File: config.mk
export PLATFORM = sky130hd
export DESIGN_NAME = ifetch_unit_flat
export DESIGN_NICKNAME = d
export VERILOG_FILES = /design/src/rtl/ifetch_pkg.sv /design/src/rtl/ifetch_if.sv /design/src/rtl/fetch_line_buf.sv /design/src/rtl/ifetch_unit.sv /design/src/flat_wrapper.sv
export SDC_FILE = /design/constraint.sdc
export NUM_CORES = 1
export LEC_CHECK = 0
export ABC_AREA = 0
export CAP_MARGIN = 10
export CORE_MARGIN = 2
export CORE_UTILIZATION = 40
export CTS_CLUSTER_DIAMETER = 60
export DETAILED_ROUTE_END_ITERATION = 10
export PLACE_DENSITY = 0.77
export SLEW_MARGIN = 20
export SYNTH_ARGS = -nofsm -noshare
export SYNTH_HDL_FRONTEND = slang
export SYNTH_SLANG_ARGS = --single-unit
File: constraint.sdc
create_clock -name clk -period 2.25 [get_ports clk]
set_input_delay 0.3375 -clock clk [delete_from_list [all_inputs] [get_ports clk]]
set_output_delay 0.3375 -clock clk [all_outputs]
set_load 0.01 [all_outputs]
File: src/rtl/ifetch_pkg.sv
// Shared types and constants for the instruction fetch unit.
//   fsm_e       : fetch FSM states (IDLE, REQ, WAIT)
//   NOP_INSTR   : word returned on any error / non-valid case (addi x0,x0,0)
//   *_DEF       : default widths and timeout
//   ofs_w/cnt_w : derived widths (byte-offset bits, timeout counter bits)
package ifetch_pkg;

  localparam int ADDR_W_DEF   = 32;
  localparam int DATA_W_DEF   = 32;
  localparam int MAX_WAIT_DEF = 255;

  localparam logic [31:0] NOP_INSTR = 32'h0000_0013;

  // Byte-offset bits of one instruction word; non-zero offset means misaligned.
  localparam int BYTE_OFS_W = $clog2(DATA_W_DEF / 8);

  typedef enum logic [1:0] {
    IDLE = 2'd0,
    REQ  = 2'd1,
    WAIT = 2'd2
  } fsm_e;

  function automatic int ofs_w(input int data_w);
    return $clog2(data_w / 8);
  endfunction

  function automatic int cnt_w(input int max_wait);
    return $clog2(max_wait + 1);
  endfunction

endpackage

File: src/rtl/ifetch_if.sv
// Instruction-memory read bus (req/gnt/rvalid).
//   master : fetch unit  -> drives mem_req/mem_addr, receives gnt/rvalid/rdata/err
//   slave  : memory side -> the mirror image
interface ifetch_if
  import ifetch_pkg::*;
#(
  parameter int ADDR_W = ADDR_W_DEF,
  parameter int DATA_W = DATA_W_DEF
);
  logic              mem_req;
  logic [ADDR_W-1:0] mem_addr;
  logic              mem_gnt;
  logic              mem_rvalid;
  logic [DATA_W-1:0] mem_rdata;
  logic              mem_err;

  modport master (
    output mem_req, mem_addr,
    input  mem_gnt, mem_rvalid, mem_rdata, mem_err
  );

  modport slave (
    input  mem_req, mem_addr,
    output mem_gnt, mem_rvalid, mem_rdata, mem_err
  );
endinterface

File: src/rtl/fetch_line_buf.sv
// Single-entry instruction line buffer.
//   wr_en_i/wr_addr_i/wr_data_i/wr_err_i : fill port (sets valid)
//   inv_i                                : invalidate; wins over a same-cycle write
//   cmp_addr_i -> match_o                : combinational valid & address compare
//   data_o/err_o                         : stored word and its error flag
module fetch_line_buf
  import ifetch_pkg::*;
#(
  parameter int ADDR_W = ADDR_W_DEF,
  parameter int DATA_W = DATA_W_DEF
)(
  input  logic              clk,
  input  logic              rst_n,
  input  logic              wr_en_i,
  input  logic [ADDR_W-1:0] wr_addr_i,
  input  logic [DATA_W-1:0] wr_data_i,
  input  logic              wr_err_i,
  input  logic              inv_i,
  input  logic [ADDR_W-1:0] cmp_addr_i,
  output logic              match_o,
  output logic [DATA_W-1:0] data_o,
  output logic              err_o
);

  logic              valid_q;
  logic [ADDR_W-1:0] addr_q;
  logic [DATA_W-1:0] data_q;
  logic              err_q;

  always_ff @(posedge clk or negedge rst_n) begin
    if (!rst_n) begin
      valid_q <= 1'b0;
      addr_q  <= '0;
      data_q  <= '0;
      err_q   <= 1'b0;
    end else if (inv_i) begin
      valid_q <= 1'b0;
    end else if (wr_en_i) begin
      valid_q <= 1'b1;
      addr_q  <= wr_addr_i;
      data_q  <= wr_data_i;
      err_q   <= wr_err_i;
    end
  end

  assign match_o = valid_q && (addr_q == cmp_addr_i);
  assign data_o  = data_q;
  assign err_o   = err_q;

endmodule

File: src/rtl/ifetch_unit.sv
// Instruction fetch unit: returns the word for `pc` from a one-entry line
// buffer in the same cycle, otherwise stalls the core and fills the buffer
// over a req/gnt/rvalid bus with variable latency.
//   clk, rst_n            : clock, async active-low reset
//   pc, flush             : fetch address; invalidate + drop in-flight response
//   instr, instr_valid    : instruction for pc (NOP when not valid or error)
//   fetch_err             : misaligned pc, bus error or timeout (with instr_valid)
//   stall                 : core must hold pc and not commit
//   mem (ifetch_if.master): instruction memory read bus
module ifetch_unit
  import ifetch_pkg::*;
#(
  parameter int                ADDR_W   = ADDR_W_DEF,
  parameter int                DATA_W   = DATA_W_DEF,
  parameter int                MAX_WAIT = MAX_WAIT_DEF,
  parameter logic [DATA_W-1:0] NOP      = DATA_W'(NOP_INSTR)
)(
  input  logic              clk,
  input  logic              rst_n,
  input  logic [ADDR_W-1:0] pc,
  input  logic              flush,
  output logic [DATA_W-1:0] instr,
  output logic              instr_valid,
  output logic              fetch_err,
  output logic              stall,
  ifetch_if.master          mem
);

  localparam int              OFS_W    = ofs_w(DATA_W);
  localparam int              CNT_W    = cnt_w(MAX_WAIT);
  localparam logic [CNT_W-1:0] LAST_CNT = CNT_W'(MAX_WAIT - 1);

  fsm_e              state_q, state_d;
  logic              req_q, req_d;
  logic [ADDR_W-1:0] addr_q, addr_d;   // doubles as req_addr for the fill
  logic [CNT_W-1:0]  cnt_q, cnt_d;
  logic              drop_q, drop_d;

  logic              buf_match, buf_err, buf_wr, buf_wr_err;
  logic [DATA_W-1:0] buf_data;
  logic              misal, hit, miss;

  fetch_line_buf #(.ADDR_W(ADDR_W), .DATA_W(DATA_W)) u_buf (
    .clk        (clk),
    .rst_n      (rst_n),
    .wr_en_i    (buf_wr),
    .wr_addr_i  (addr_q),
    .wr_data_i  (mem.mem_rdata),
    .wr_err_i   (buf_wr_err),
    .inv_i      (flush),
    .cmp_addr_i (pc),
    .match_o    (buf_match),
    .data_o     (buf_data),
    .err_o      (buf_err)
  );

  assign misal = |pc[OFS_W-1:0];
  assign hit   = buf_match & ~flush;
  assign miss  = rst_n & ~misal & ~hit;

  // Core-side outputs. Gated by rst_n so reset forces them quiet even
  // though they are combinational.
  always_comb begin
    instr       = NOP;
    instr_valid = 1'b0;
    fetch_err   = 1'b0;
    stall       = 1'b0;
    if (rst_n) begin
      if (misal) begin
        instr_valid = 1'b1;
        fetch_err   = 1'b1;
      end else if (hit) begin
        instr_valid = 1'b1;
        fetch_err   = buf_err;
        instr       = buf_err ? NOP : buf_data;
      end else begin
        stall = 1'b1;
      end
    end
  end

  always_comb begin
    state_d    = state_q;
    req_d      = req_q;
    addr_d     = addr_q;
    cnt_d      = cnt_q;
    drop_d     = drop_q;
    buf_wr     = 1'b0;
    buf_wr_err = 1'b0;
    case (state_q)
      IDLE: if (miss && !flush) begin
        state_d = REQ;
        req_d   = 1'b1;
        addr_d  = pc;
      end
      REQ: if (mem.mem_gnt) begin
        state_d = WAIT;
        req_d   = 1'b0;
        cnt_d   = '0;
      end
      WAIT: begin
        if (mem.mem_rvalid) begin
          state_d    = IDLE;
          drop_d     = 1'b0;
          buf_wr     = ~drop_q & ~flush;
          buf_wr_err = mem.mem_err;
        end else if (cnt_q == LAST_CNT) begin
          // Timeout: park an error entry so the core sees fetch_err.
          state_d    = IDLE;
          drop_d     = 1'b0;
          buf_wr     = ~drop_q & ~flush;
          buf_wr_err = 1'b1;
        end else begin
          cnt_d = cnt_q + CNT_W'(1);
        end
      end
      default: state_d = IDLE;
    endcase
    // Only mark a drop while a response is still owed; a response arriving
    // together with flush is already consumed above.
    if (flush && state_d != IDLE) drop_d = 1'b1;
  end

  always_ff @(posedge clk or negedge rst_n) begin
    if (!rst_n) begin
      state_q <= IDLE;
      req_q   <= 1'b0;
      addr_q  <= '0;
      cnt_q   <= '0;
      drop_q  <= 1'b0;
    end else begin
      state_q <= state_d;
      req_q   <= req_d;
      addr_q  <= addr_d;
      cnt_q   <= cnt_d;
      drop_q  <= drop_d;
    end
  end

  assign mem.mem_req  = req_q;
  assign mem.mem_addr = addr_q;

endmodule

File: src/flat_wrapper.sv
// flat-port wrapper written by rule: the top's interface ports become plain ports
module ifetch_unit_flat import ifetch_pkg::*;
#(
  parameter int                ADDR_W   = ADDR_W_DEF,
  parameter int                DATA_W   = DATA_W_DEF,
  parameter int                MAX_WAIT = MAX_WAIT_DEF,
  parameter logic [DATA_W-1:0] NOP      = DATA_W'(NOP_INSTR)
)
  (clk, rst_n, pc, flush, instr, instr_valid, fetch_err, stall, mem_mem_req, mem_mem_addr, mem_mem_gnt, mem_mem_rvalid, mem_mem_rdata, mem_mem_err);
  ifetch_if #(.ADDR_W(ADDR_W), .DATA_W(DATA_W)) mem_i ();
  input  logic clk;
  input  logic rst_n;
  input  logic [ADDR_W-1:0] pc;
  input  logic flush;
  output logic [DATA_W-1:0] instr;
  output logic instr_valid;
  output logic fetch_err;
  output logic stall;
  output wire logic [$bits(mem_i.mem_req)-1:0] mem_mem_req;
  output wire logic [$bits(mem_i.mem_addr)-1:0] mem_mem_addr;
  input wire logic [$bits(mem_i.mem_gnt)-1:0] mem_mem_gnt;
  input wire logic [$bits(mem_i.mem_rvalid)-1:0] mem_mem_rvalid;
  input wire logic [$bits(mem_i.mem_rdata)-1:0] mem_mem_rdata;
  input wire logic [$bits(mem_i.mem_err)-1:0] mem_mem_err;
  assign mem_mem_req = mem_i.mem_req;
  assign mem_mem_addr = mem_i.mem_addr;
  assign mem_i.mem_gnt = mem_mem_gnt;
  assign mem_i.mem_rvalid = mem_mem_rvalid;
  assign mem_i.mem_rdata = mem_mem_rdata;
  assign mem_i.mem_err = mem_mem_err;
  ifetch_unit #(.ADDR_W(ADDR_W), .DATA_W(DATA_W), .MAX_WAIT(MAX_WAIT), .NOP(NOP)) u_core (.clk(clk), .rst_n(rst_n), .pc(pc), .flush(flush), .instr(instr), .instr_valid(instr_valid), .fetch_err(fetch_err), .stall(stall), .mem(mem_i));
endmodule
==> results of run 1 <==
[power by group through the flow]
| stage | Clock (uW) | Combinational (uW) | Sequential [uW] |
|---|---|---|---|
| 2_1_floorplan | 0 | 736 | 2970 |
| 3_3_place_gp | 0 | 1640 | 2960 |
| 4_1_cts | 1790 | 1820 | 3020 |
| 3_5_place_dp | 0 | 1700 | 3010 |
| 6_report | 1750 | 1940 | 3040 |
| 5_1_grt | 1870 | 2090 | 3120 |
[cells by family (layout without fill, tap and decap cells)]
| kind of cell | Yosys count | after routing | share of synthesized area |
|---|---|---|---|
| muxes | 95 | 95 | 0.217 |
| adders and majority gates | 2 | 2 | 0.00508 |
| xor gates and xnor gates | 36 | 36 | 0.0640 |
| AOI/OAI and AO/OA | 17 | 17 | 0.0191 |
| and+or+nand+nor | 92 | 92 | 0.115 |
| buffers and inverters | 18 | 207 | 0.0206 |
| DFF | 110 | 110 | 0.559 |
[timing repair]
item,CTS,global route
hold buffers,1,0
setup buffers,7,4
pin swaps,49,19
gates cloned,5,0
endpoints found under the hold margin,4,0
resized for setup,234,49
setup endpoints to repair,65,65
[metrics by stage]
step                area (sq um)  total power [uW]  worst slack [ps]
floorplan                   4920              3710               360
global placement            6750              4610              -906
detailed placement          6750              4700              -923
CTS                         7530              6630              -482
global route                7730              7080              -548
finish                      7730              6730              -449
[state kept, by name (all words and copies together), names as in the netlist]
register	flops
u_core.state_q	2
u_core.u_buf.err_o	1
u_core.mem.mem_addr	32
u_core.drop_q	1
u_core.mem.mem_req	1
u_core.u_buf.addr_q	32
u_core.u_buf.valid_q	1
u_core.cnt_q	8
u_core.u_buf.data_o	32
[final timing paths]
| check | from | end |
|---|---|---|
| min in group clk | pc[7] | u_core.mem.mem_addr[7] |
| worst max-delay path | pc[21] | instr[27] |
| worst min register to register | u_core.u_buf.data_o[25] | u_core.u_buf.data_o[25] |
| max in group asynchronous | rst_n | u_core.u_buf.data_o[25] |
| worst max register to register | u_core.u_buf.addr_q[14] | u_core.mem.mem_addr[13] |
| worst min-delay path | rst_n | u_core.u_buf.valid_q |
[per-layer routing]
metal | GRT usage | vias up | routed length [microns]
met4 | 0.0530 | 0 | 201
met2 | 0.343 | 86 | 6490
met3 | 0.0485 | 14 | 591
met5 | 0 | - | 0
met1 | 0.241 | 1780 | 5370
li1 | - | 1655 | -
[cells in the final DEF (no fill, tap or decap), drive strengths merged]
| cell type | instances |
|---|---|
| nor3 | 2 |
| clkinvlp | 1 |
| clkinv | 2 |
| nand4 | 18 |
| dlygate4sd2 | 11 |
| nor2 | 10 |
| nand2b | 6 |
| dlymetal6s2s | 4 |
| nor4b | 2 |
| dfrtp | 110 |
| nor4 | 3 |
| nand2 | 11 |
| a21oi | 4 |
| inv | 5 |
| or3 | 2 |
| nor2b | 1 |
| mux2 | 94 |
| o21ai | 11 |
| o2111a | 1 |
| a21boi | 1 |
| nand3 | 5 |
| or2 | 1 |
| xnor2 | 33 |
| dlygate4sd3 | 1 |
| xor2 | 3 |
| clkdlybuf4s50 | 86 |
| ha | 2 |
| clkbuf | 11 |
| buf | 84 |
| bufinv | 2 |
| and2 | 31 |
| mux2i | 1 |
[cell type report]
class | instances | area, sq um | share of cell area
Sequential cell | 110 | 2750 | 0.356
Multi-Input combinational cell | 242 | 2460 | 0.319
Clock buffer | 11 | 253 | 0.0327
Inverter | 5 | 18.8 | 0.00243
Clock inverter | 5 | 81.3 | 0.0105
Timing Repair Buffer | 186 | 1980 | 0.256
Tap cell | 147 | 184 | 0.0238
[worst reg2reg max path: stages, from the launching register on]
cell     delay, ps
dfrtp_1        410
xnor2_2        200
buf_4          150
nand4_1        140
nor4_2         330
nand3_2        190
buf_6          170
nand2_8        120
buf_16         150
mux2_1         320
==> results_dict.tcl, run 1 <==
set metrics [dict create \
    outcome "finished with violations" \
    violations "negative setup slack" \
    synth_cells 370 \
    r2r_slack_ps -50 \
    rows 40 \
    rsz0062_at_grt "true" \
    async_flop_share 1.00 \
    crit_buf_inv 5 \
    coreArea_sq_um 12000 \
    ys_ff_latch 110 \
    clock_sinks 110 \
    cp.arrival_ps 2360 \
    vias 3535 \
    synth_most_common_cell "dfrtp_1" \
    drt_pass1_iterations 4 \
    hold_viol_final 0 \
    crit_top_cell "buf_12" \
    antenna_found_initial 0 \
    final_antenna_net_count 0 \
    cts_max_path_buffers 2 \
    cpMaxStageDelayCell "clkdlybuf4s50_1" \
    start_util 0.410 \
    globalRouteTotalUtil 0.195 \
    start_kind "input port" \
    die_area_sq_um 13200 \
    path_cells "clkdlybuf4s50_1, xnor2_2, nand4_1, nor4_4, nand3_2, nor3_4, buf_12, buf_12, buf_16, and2_4, buf_6" \
    whs_ps 37.0 \
    gp_congestion 0.792 \
    synth_area_leaders "dfrtp_1 56%, mux2_1 21%, xnor2_1 5.9%" \
    relSlewSlack 0.656 \
    areaGrowthSynthToFinish_pct 57.1 \
    cts_tree "done" \
    synth-edff-count 0 \
    port_buffers 137 \
    yosysTopAreaCell "dfrtp_1" \
    clk_latency_ps 350 \
    viasPerCell 5.01 \
    grt_pass1_wl_microns 19600 \
    num-fill-cells 873 \
    p_comb_frac 0.288 \
    io_pins 138 \
    drc_errors 0 \
    max_slew.worst_pin.slew_ps 511 \
    worst_slack_ps -449 \
    fin_crit_sh 1.20 \
    netlist_area_sq_um 4920 \
    finalSetupTns_ps -14040 \
    place_inst 679 \
    skew_ps 8.26 \
    grt_max_degree 80 \
    irDropWorstVdd_uv 494 \
    critPathKind "input port to output port" \
    setup_viol 65 \
    fin_cells 706 \
    final_core_util 0.644 \
    synth_common_cells "110 x dfrtp_1, 94 x mux2_1, 33 x xnor2_1, 31 x and2_1, 17 x nand4_1" \
    drive_above_1_share 0.338 \
    drv_slew 0 \
    pwr-share-seq 0.452 \
    p_sw_uw 1880 \
    power_leakage_uw 0.00366 \
    htreeDepth 3 \
    yosysWarnings 0 \
    required_ps 1910 \
    critPathCaptureType "output port" \
    dpl.hpwl_microns 8440 \
    synth_top_area_share 0.559 \
    fmax_mhz 371 \
    cts_buffers 9 \
    cellInternalPower_uw 4850 \
    fp.dieH_microns 115 \
    wl_microns 12700 \
    powerDensity_nw_per_um2 871 \
    drv_cap 0 \
    cp_max_fo 8 \
    die_w_microns 115 \
    grt_pass1_vias 3817 \
    route.detailed.wl_per_inst_microns 17.9 \
    synth_seq_area_share 0.559 \
    crit_family "buffers and inverters" \
    finalCriticalPeriod_ps 2700 \
    min_path_type "input port to asynchronous set/reset pin" \
    layout.nets 626 \
    pwr-share-clk 0.260 \
    reg2reg_depth 9 \
    n_antenna_cell 0 \
    sw_frac_of_total 0.279 \
    slowest_delay_ps 470 \
    grt.overflow.total 0 \
    ys.flop_type "dfrtp_1" \
    synth.avg_cell_area_sq_um 13.3 \
    cts.clk_slew.worst_paths_ps 70 \
    syn_nets 442 \
    clock-root-buffer "clkbuf_16" \
    drt_iter0_markers 142 \
    synth_cell_types 34 \
    cp.depth 11 \
]
Note: power is estimated with default switching activity, not from simulation.
==> run 2, diff against run 1 <==
Settings changed: HOLD_SLACK_MARGIN set to 0.06.
==> run 2 against run 1 <==
- the run still ends with negative setup slack left
- non-clock buffer count up 1
- register-to-register slack worse by 30 ps
- worst hold slack better by 280 ps
- flip-flop and latch count unchanged
- critical path type is now flip-flop to output port
- largest cell class unchanged
==> results_dict.tcl, run 2 (synthesis gave the netlist of run 1 again) <==
set metrics [dict create \
    mostFrequentLayoutCell "dfrtp_1" \
    start_util 0.410 \
    crit_top_cell "buf_12" \
    rsz0062_at_grt "true" \
    fin_crit_sh 1.20 \
    clock-root-buffer "clkbuf_16" \
    min_path_type "input port to flip-flop" \
    whs_ps 316 \
    outcome "finished with violations" \
    drv_slew 0 \
    path_cells "xnor2_2, nand4_1, nor4_4, nand3_2, nor3_4, buf_12, buf_12, buf_16, and2_4, buf_6" \
    drv_cap 0 \
    layout_common_cells "110 x dfrtp_1, 86 x clkdlybuf4s50_1, 78 x mux2_1, 36 x buf_6, 33 x buf_4" \
    cpMaxStageDelayCell "dfrtp_1" \
    drt_pass1_iterations 4 \
    required_ps 1910 \
    drive_above_1_share 0.329 \
    final_antenna_net_count 0 \
    placed_cell_area_sq_um 6750 \
    n_antenna_cell 0 \
    min_from "pc[11]" \
    slowest_delay_ps 410 \
    crit_family "simple AND/OR/NAND/NOR gates" \
    skew_ps 9.01 \
    htreeDepth 3 \
    coreArea_sq_um 12000 \
    powerDensity_nw_per_um2 869 \
    worst_slack_ps -453 \
    cts_max_path_buffers 2 \
    die_area_sq_um 13200 \
    reg2reg_from "u_core.u_buf.addr_q[14]" \
    route.detailed.wl_per_inst_microns 17.8 \
    fmax_mhz 370 \
    io_pins 138 \
    cp.arrival_ps 2370 \
    grt_pass1_wl_microns 19600 \
    crit_path_start "u_core.u_buf.addr_q[28]" \
    areaGrowthSynthToFinish_pct 56.9 \
    wl_microns 12600 \
    rows 40 \
    grt_pass1_vias 3823 \
    dpl_worst_slack_ps -923 \
    clk_latency_ps 350 \
    relSlewSlack 0.658 \
    power_leakage_uw 0.00364 \
    start_kind "flip-flop" \
    grt.overflow.total 0 \
    clock_sinks 110 \
    globalRouteTotalUtil 0.195 \
    cts.clk_slew.worst_paths_ps 70 \
    cp_max_fo 8 \
    antenna_found_initial 0 \
    critPathCaptureType "output port" \
    dpl.hpwl_microns 8440 \
    irDropWorstVdd_uv 496 \
    drc_errors 0 \
    hold_viol_final 0 \
    port_buffers 137 \
    max_slew.worst_pin.slew_ps 509 \
    cts_tree "done" \
    critPathKind "flip-flop to output port" \
    grt_max_degree 80 \
    setup_viol 65 \
    fp.dieH_microns 115 \
    viasPerCell 5.02 \
    drt_iter0_markers 152 \
    cts_buffers 9 \
    power_uw 6710 \
    vias 3546 \
    final_core_util 0.643 \
    violations "negative setup slack" \
    crit_buf_inv 4 \
    layout.nets 627 \
    die_w_microns 115 \
    fin_area_sq_um 7720 \
    gp_congestion 0.792 \
    finalCriticalPeriod_ps 2700 \
]
[run 2: worst paths after layout]
path                                      endpoint  slack [ps]  cells after the start
setup / recovery                         instr[27]        -450                     10
hold / removal             u_core.mem.mem_addr[11]         320                      2
setup reg to reg           u_core.mem.mem_addr[14]         -80                      9
hold reg to reg            u_core.u_buf.data_o[25]         490                      1
max in group asynchronous  u_core.u_buf.data_o[25]        1040                      4
min in group asynchronous        u_core.state_q[0]         600                      3
[run 2: cell type report]
| class | count | area (sq um) |
|---|---|---|
| Sequential cell | 110 | 2750 |
| Tap cell | 147 | 184 |
| Clock buffer | 11 | 253 |
| Fill cell | 875 | 4290 |
| Timing Repair Buffer | 187 | 1990 |
| Inverter | 5 | 18.8 |
| Clock inverter | 5 | 81.3 |
| Multi-Input combinational cell | 242 | 2450 |
[run 2: layer usage]
metal  routed length [microns]  global-route usage  vias to the layer above
met5                         0                   0                        -
met4                       186              0.0530                        0
met3                       603              0.0485                       11
met2                      6460               0.343                       88
met1                      5340               0.241                     1787
li1                          -                   -                     1660
[run 2: power breakdown]
| part | internal, uW | leakage, uW | switching (uW) | total [uW] |
|---|---|---|---|---|
| Sequential | 2580 | 0.00141 | 453 | 3040 |
| Clock | 1040 | 0.000162 | 719 | 1760 |
| Combinational | 1220 | 0.00207 | 705 | 1920 |
[run 2: repair_timing]
item / in CTS / in global routing
endpoints found under the hold margin: 4 / 0
gates cloned: 5 / 0
hold buffers: 2 / 0
setup endpoints to repair: 65 / 65
setup buffers: 7 / 4
gates resized for setup: 234 / 44
pin swaps: 49 / 19
[run 2: metrics by stage]
step / instances / TNS, ps
after global routing: 707 / -20550
after floorplan: 370 / 0
after global placement: 679 / -45450
after detailed placement: 679 / -45870
final: 707 / -14510
after CTS: 707 / -14930
